### src/rtl/shift_pkg.sv
// Shared types, default widths and range helper for the pipelined shift unit.
package shift_pkg;

  typedef enum logic [1:0] {
    SLL  = 2'd0,
    SRL  = 2'd1,
    SRA  = 2'd2,
    PASS = 2'd3
  } shift_op_t;

  localparam int unsigned DefN    = 32;
  localparam int unsigned DefSW   = 6;
  localparam int unsigned DefTagW = 4;

  // Callers zero-extend the shift amount to 32 bits.
  function automatic logic is_oor(input logic [31:0] s, input int unsigned n);
    return s >= n;
  endfunction

endpackage

### src/rtl/shift_core.sv
// Combinational shifter: SLL / SRL / SRA / PASS.
// Out-of-range amounts produce zero and raise oor.
module shift_core
  import shift_pkg::*;
#(
  parameter int unsigned N   = DefN,
  parameter int unsigned S_W = DefSW
) (
  input  shift_op_t      op,
  input  logic [N-1:0]   a,
  input  logic [S_W-1:0] s,
  output logic [N-1:0]   y,
  output logic           oor
);

  logic range_oor;
  assign range_oor = is_oor(32'(s), N);

  always_comb begin
    y   = '0;
    oor = 1'b0;
    unique case (op)
      SLL:  y = a << s;
      SRL:  y = a >> s;
      SRA:  y = N'($signed(a) >>> s);
      PASS: y = a;
    endcase
    // SRA must not sign-fill here: out-of-range shifts always give zero.
    if (op != PASS && range_oor) begin
      y   = '0;
      oor = 1'b1;
    end
  end

endmodule

### src/rtl/shift_unit_pipe.sv
// Two-stage valid/ready shift unit: stage 1 holds operands, stage 2 holds the result.
// Full throughput; in_ready is combinational from out_ready (no skid buffer).
module shift_unit_pipe
  import shift_pkg::*;
#(
  parameter int unsigned N     = DefN,
  parameter int unsigned S_W   = DefSW,
  parameter int unsigned TAG_W = DefTagW
) (
  input  logic             clk,
  input  logic             rst,
  input  logic             in_valid,
  output logic             in_ready,
  input  shift_op_t        in_op,
  input  logic [N-1:0]     in_a,
  input  logic [S_W-1:0]   in_s,
  input  logic [TAG_W-1:0] in_tag,
  output logic             out_valid,
  input  logic             out_ready,
  output logic [N-1:0]     out_y,
  output logic [TAG_W-1:0] out_tag,
  output logic             out_oor
);

  logic             s1_valid_q;
  shift_op_t        s1_op_q;
  logic [N-1:0]     s1_a_q;
  logic [S_W-1:0]   s1_s_q;
  logic [TAG_W-1:0] s1_tag_q;

  logic             s2_valid_q;
  logic [N-1:0]     s2_y_q;
  logic [TAG_W-1:0] s2_tag_q;
  logic             s2_oor_q;

  logic             s1_adv;
  logic             s2_adv;
  logic             in_fire;
  logic [N-1:0]     core_y;
  logic             core_oor;

  assign s2_adv   = !s2_valid_q || out_ready;
  assign s1_adv   = !s1_valid_q || s2_adv;
  assign in_ready = s1_adv;
  assign in_fire  = in_valid && s1_adv;

  shift_core #(
    .N   (N),
    .S_W (S_W)
  ) u_core (
    .op  (s1_op_q),
    .a   (s1_a_q),
    .s   (s1_s_q),
    .y   (core_y),
    .oor (core_oor)
  );

  always_ff @(posedge clk or negedge rst) begin
    if (!rst) begin
      s1_valid_q <= 1'b0;
      s1_op_q    <= SLL;
      s1_a_q     <= '0;
      s1_s_q     <= '0;
      s1_tag_q   <= '0;
    end else begin
      if (s1_adv) s1_valid_q <= in_valid;
      if (in_fire) begin
        s1_op_q  <= in_op;
        s1_a_q   <= in_a;
        s1_s_q   <= in_s;
        s1_tag_q <= in_tag;
      end
    end
  end

  always_ff @(posedge clk or negedge rst) begin
    if (!rst) begin
      s2_valid_q <= 1'b0;
      s2_y_q     <= '0;
      s2_tag_q   <= '0;
      s2_oor_q   <= 1'b0;
    end else begin
      if (s2_adv) s2_valid_q <= s1_valid_q;
      // Only load on a real op so the outputs keep their last value across bubbles.
      if (s2_adv && s1_valid_q) begin
        s2_y_q   <= core_y;
        s2_tag_q <= s1_tag_q;
        s2_oor_q <= core_oor;
      end
    end
  end

  assign out_valid = s2_valid_q;
  assign out_y     = s2_y_q;
  assign out_tag   = s2_tag_q;
  assign out_oor   = s2_oor_q;

endmodule

### config.mk
export PLATFORM = sky130hd
export DESIGN_NAME = shift_unit_pipe
export DESIGN_NICKNAME = d
export VERILOG_FILES = /design/src/rtl/shift_pkg.sv /design/src/rtl/shift_core.sv /design/src/rtl/shift_unit_pipe.sv
export SDC_FILE = /design/constraint.sdc
export NUM_CORES = 1
export LEC_CHECK = 0
export CORE_ASPECT_RATIO = 1.2
export CORE_MARGIN = 1.5
export CORE_UTILIZATION = 40
export CTS_BUF_LIST = sky130_fd_sc_hd__clkbuf_4
export DETAILED_ROUTE_END_ITERATION = 16
export PLACE_DENSITY_LB_ADDON = 0.15
export SLEW_MARGIN = 15
export SYNTH_ARGS = -nofsm -noshare
export SYNTH_HDL_FRONTEND = slang
export SYNTH_HIERARCHICAL = 1
export SYNTH_SLANG_ARGS = --single-unit
### constraint.sdc
create_clock -name clk -period 4.8 [get_ports clk]
set_input_delay 0.96 -clock clk [delete_from_list [all_inputs] [get_ports clk]]
set_output_delay 0.96 -clock clk [all_outputs]
set_load 0.05 [all_outputs]
==> results.py <==
metrics = {
    "outcome": {
        "status": "completed",
    },
    "power_and_ir_drop": {
        "switchingPower_mw": 2.064,
        "power.static_leakage_nw": 3.522,
        "powerDensity_nw_per_um2": 467.9,
        "worst_ir_drop_vdd_mv": 0.2208,
        "clockPowerShare_pct": 11.2,
        "p_total_mw": 4.157,
        "netSwitchingFraction_pct": 49.64,
        "seqPwrFrac_pct": 29.2,
        "combPwrFrac_pct": 59.7,
        "p_int_mw": 2.094,
    },
    "clock_tree": {
        "cts_tree": "done",
        "cts_sinks": 83,
        "post_cts_resized": 0,
        "holdBufCountCts": 0,
        "cts_root_buffer": "clkbuf_4",
        "clk_pin_slew_ns": 0.18,
        "clkLatencyLatePin_ns": 0.52,
        "cts_buffers": 9,
        "h-tree-depth": 3,
        "post_cts_buffers": 0,
        "cts_max_path_buffers": 2,
    },
    "final_layout": {
        "fin_area_um2": 8886,
        "drive_above_1_share_pct": 26.55,
        "multiInputGateArea_um2": 5309,
        "n_fill_cell": 1805,
        "final_common_cell": "clkdlybuf4s50_1",
        "area_delta_synth_final_pct": 13.91,
        "final_nets": 819,
        "regArea_um2": 2082,
        "final_cell_mix": "85 x clkdlybuf4s50_1, 81 x dfrtp_1, 71 x mux2_4",
        "layout.cells.non_filler": 1033,
    },
    "synthesis": {
        "yosysTopAreaCellShare_pct": 26.62,
        "async_reset_ff_share_pct": 100.0,
        "synthMuxAreaShare_pct": 38.86,
        "synth-edff-count": 0,
        "seq_area_frac_synth_pct": 26.62,
        "synth_top_area_cell": "dfrtp_1",
        "syn_nets": 771,
        "synth.area.top_cells": "dfrtp_1 27%, mux4_2 17%, mux2_4 14%",
        "netlist_area_um2": 7801,
        "synth_top_family_by_area": "multiplexers",
        "ys_types": 76,
        "synth_simple_gate_area_share_pct": 11.77,
        "synthXorXnorAreaFrac_pct": 0.2245,
        "synth_ff_type": "dfrtp_1",
        "yosys_warnings": 6,
        "syn_area_per_cell_um2": 10.79,
        "yosys.area_share.adder_pct": 0,
        "synth-seq-cells": 83,
        "syn-instance-count": 723,
        "synth_compound_area_share_pct": 17.11,
    },
    "routing": {
        "dr.first_iter.drc_count": 890,
        "dr.pass1.iters": 6,
        "avgRoutedWirePerCell_um": 30.36,
        "drcViolationCount": 0,
        "antenna_left": 0,
        "vias_per_cell": 6.894,
        "wl_um": 31360,
        "num_vias": 7121,
    },
    "sta": {
        "min_period_ns": 3.741,
        "hold_viol_final": 0,
        "rsz0062_at_grt": "false",
        "fin_setup_tns_ns": 0,
        "maxSlewHeadroom_pct": 12.40,
        "final.period_utilization_pct": 77.93,
        "fin_skew_ns": 0.02977,
        "maxSlewViolCount": 0,
        "fmax_mhz": 267.3,
        "fin_ws_ns": 1.059,
        "setup_viol": 0,
        "worst_slew_pin_slew_ns": 1.306,
    },
    "floorplanning": {
        "io_pins": 87,
        "die_h_um": 156.0,
        "rows": 55,
        "die_width_um": 130.5,
        "core_um2": 18990,
        "dieArea_um2": 20350,
        "start_util_pct": 41.07,
    },
    "placement": {
        "port_buffers": 86,
        "place_inst": 1016,
        "place.gp.congestion": 0.9817,
        "dpl.hpwl_um": 22230,
        "place_ws_ns": 1.036,
        "postPlaceCellArea_um2": 8741,
    },
    "critical_path": {
        "required_ns": 5.24,
        "path_max_fanout": 53,
        "cp.arrival_ns": 4.18,
        "startpoint_type": "flip-flop",
        "endpoint_kind": "flip-flop",
        "worstSetupPathType": "flip-flop to flip-flop",
    },
    "grt": {
        "grt_usage_pct": 31.87,
        "grt_pass1_wl_um": 46840,
        "antenna_found_initial": 1,
        "grt_start_max_net_pins": 54,
        "overflow": 0,
        "grt_pass1_vias": 6961,
    },
    "min_path": {
        "hold_class": "primary input to async pin",
    },
    "run": {
        "maxCapViolations": 0,
    },
}
-- worst paths after layout --
path	startpoint	slack, ns	endpoint	depth (start not counted)
hold reg to reg	s1_tag_q[2]	0.53	s1_tag_q[2]	1
setup / recovery	s1_s_q[0]	1.06	out_y[7]	8
min in group clk	s1_tag_q[2]	0.53	s1_tag_q[2]	1
hold / removal	rst	0.38	out_y[15]	1
max in group asynchronous	rst	3.34	s1_s_q[0]	2
setup reg to reg	s1_s_q[0]	1.06	out_y[7]	8
-- power groups by stage --
stage / logic (mW) / clock network [mW] / registers [mW]
global placement: 2.45 / 0 / 1.21
finish: 2.48 / 0.465 / 1.21
detailed placement: 2.44 / 0 / 1.22
CTS: 2.44 / 0.484 / 1.20
floorplan: 1.38 / 0 / 1.44
global route: 2.59 / 0.501 / 1.24
-- per-stage QoR --
stage | utilization, % | hold slack [ns]
after detailed placement | 46.02 | 0.4946
after global placement | 46.02 | 0.4830
after floorplan | - | 0.4738
final | 46.79 | 0.3775
after global routing | 46.79 | 0.4207
after CTS | 46.77 | 0.3803
-- layout make-up --
| type | count | share of cell area [%] |
|---|---|---|
| Multi-Input combinational cell | 569 | 59.74 |
| Sequential cell | 83 | 23.43 |
| Timing Repair Buffer | 103 | 11.38 |
| Tap cell | 256 | 3.605 |
| Clock inverter | 7 | 0.8448 |
| Clock buffer | 9 | 0.7603 |
| Inverter | 5 | 0.2112 |
| Antenna cell | 1 | 0.02816 |
-- synthesized netlist by cell type (4+ instances only) --
master,n
or2_2,4
mux2_4,71
clkbuf_1,29
o2bb2ai_1,4
buf_2,15
buf_1,6
a31oi_1,13
nor3_1,15
a211oi_1,8
buf_4,5
o22ai_1,6
mux4_2,60
a221oi_1,16
mux2_2,26
nor2_1,52
a21oi_1,46
nand3_1,13
a21o_1,7
o31ai_1,6
buf_6,7
dfrtp_1,83
buf_12,4
o21ai_1,11
nor2b_1,9
o21ai_0,14
nand2b_1,12
mux2_1,9
mux2i_1,22
a22oi_1,4
a22o_1,4
o211ai_1,15
and3_1,6
nand2_1,56
-- registers in the layout, summed over array words and instances, names as in the netlist --
signal / cells
out_oor: 1
out_tag: 4
out_valid: 1
out_y: 32
s1_a_q: 32
s1_op_q: 2
s1_s_q: 6
s1_tag_q: 4
s1_valid_q: 1
-- cells by family after synthesis --
kind of cell	Yosys count
multiplexers	188
AO/OA/AOI/OAI	191
XOR/XNOR	2
AND/OR/NAND/NOR	188
flip-flops	83
buffers and inverters	71
-- worst max-delay path: stages (launching register included) --
cell	delay, ns
dfrtp_4	1.02
buf_12	0.34
mux4_2	0.59
nor2_1	0.11
nor3_1	0.06
a2111oi_0	0.95
buf_4	0.26
o2bb2ai_1	0.06
mux2_4	0.26
-- metal layers --
metal	up-vias	share of wire, %	global-route usage (%)
met5	-	0	0
met3	95	8.4	5.281
met2	509	46	48.92
met4	0	5.8	17.22
met1	3579	39	42.75
li1	2938	-	-
Note: power is estimated with default switching activity, not from simulation.
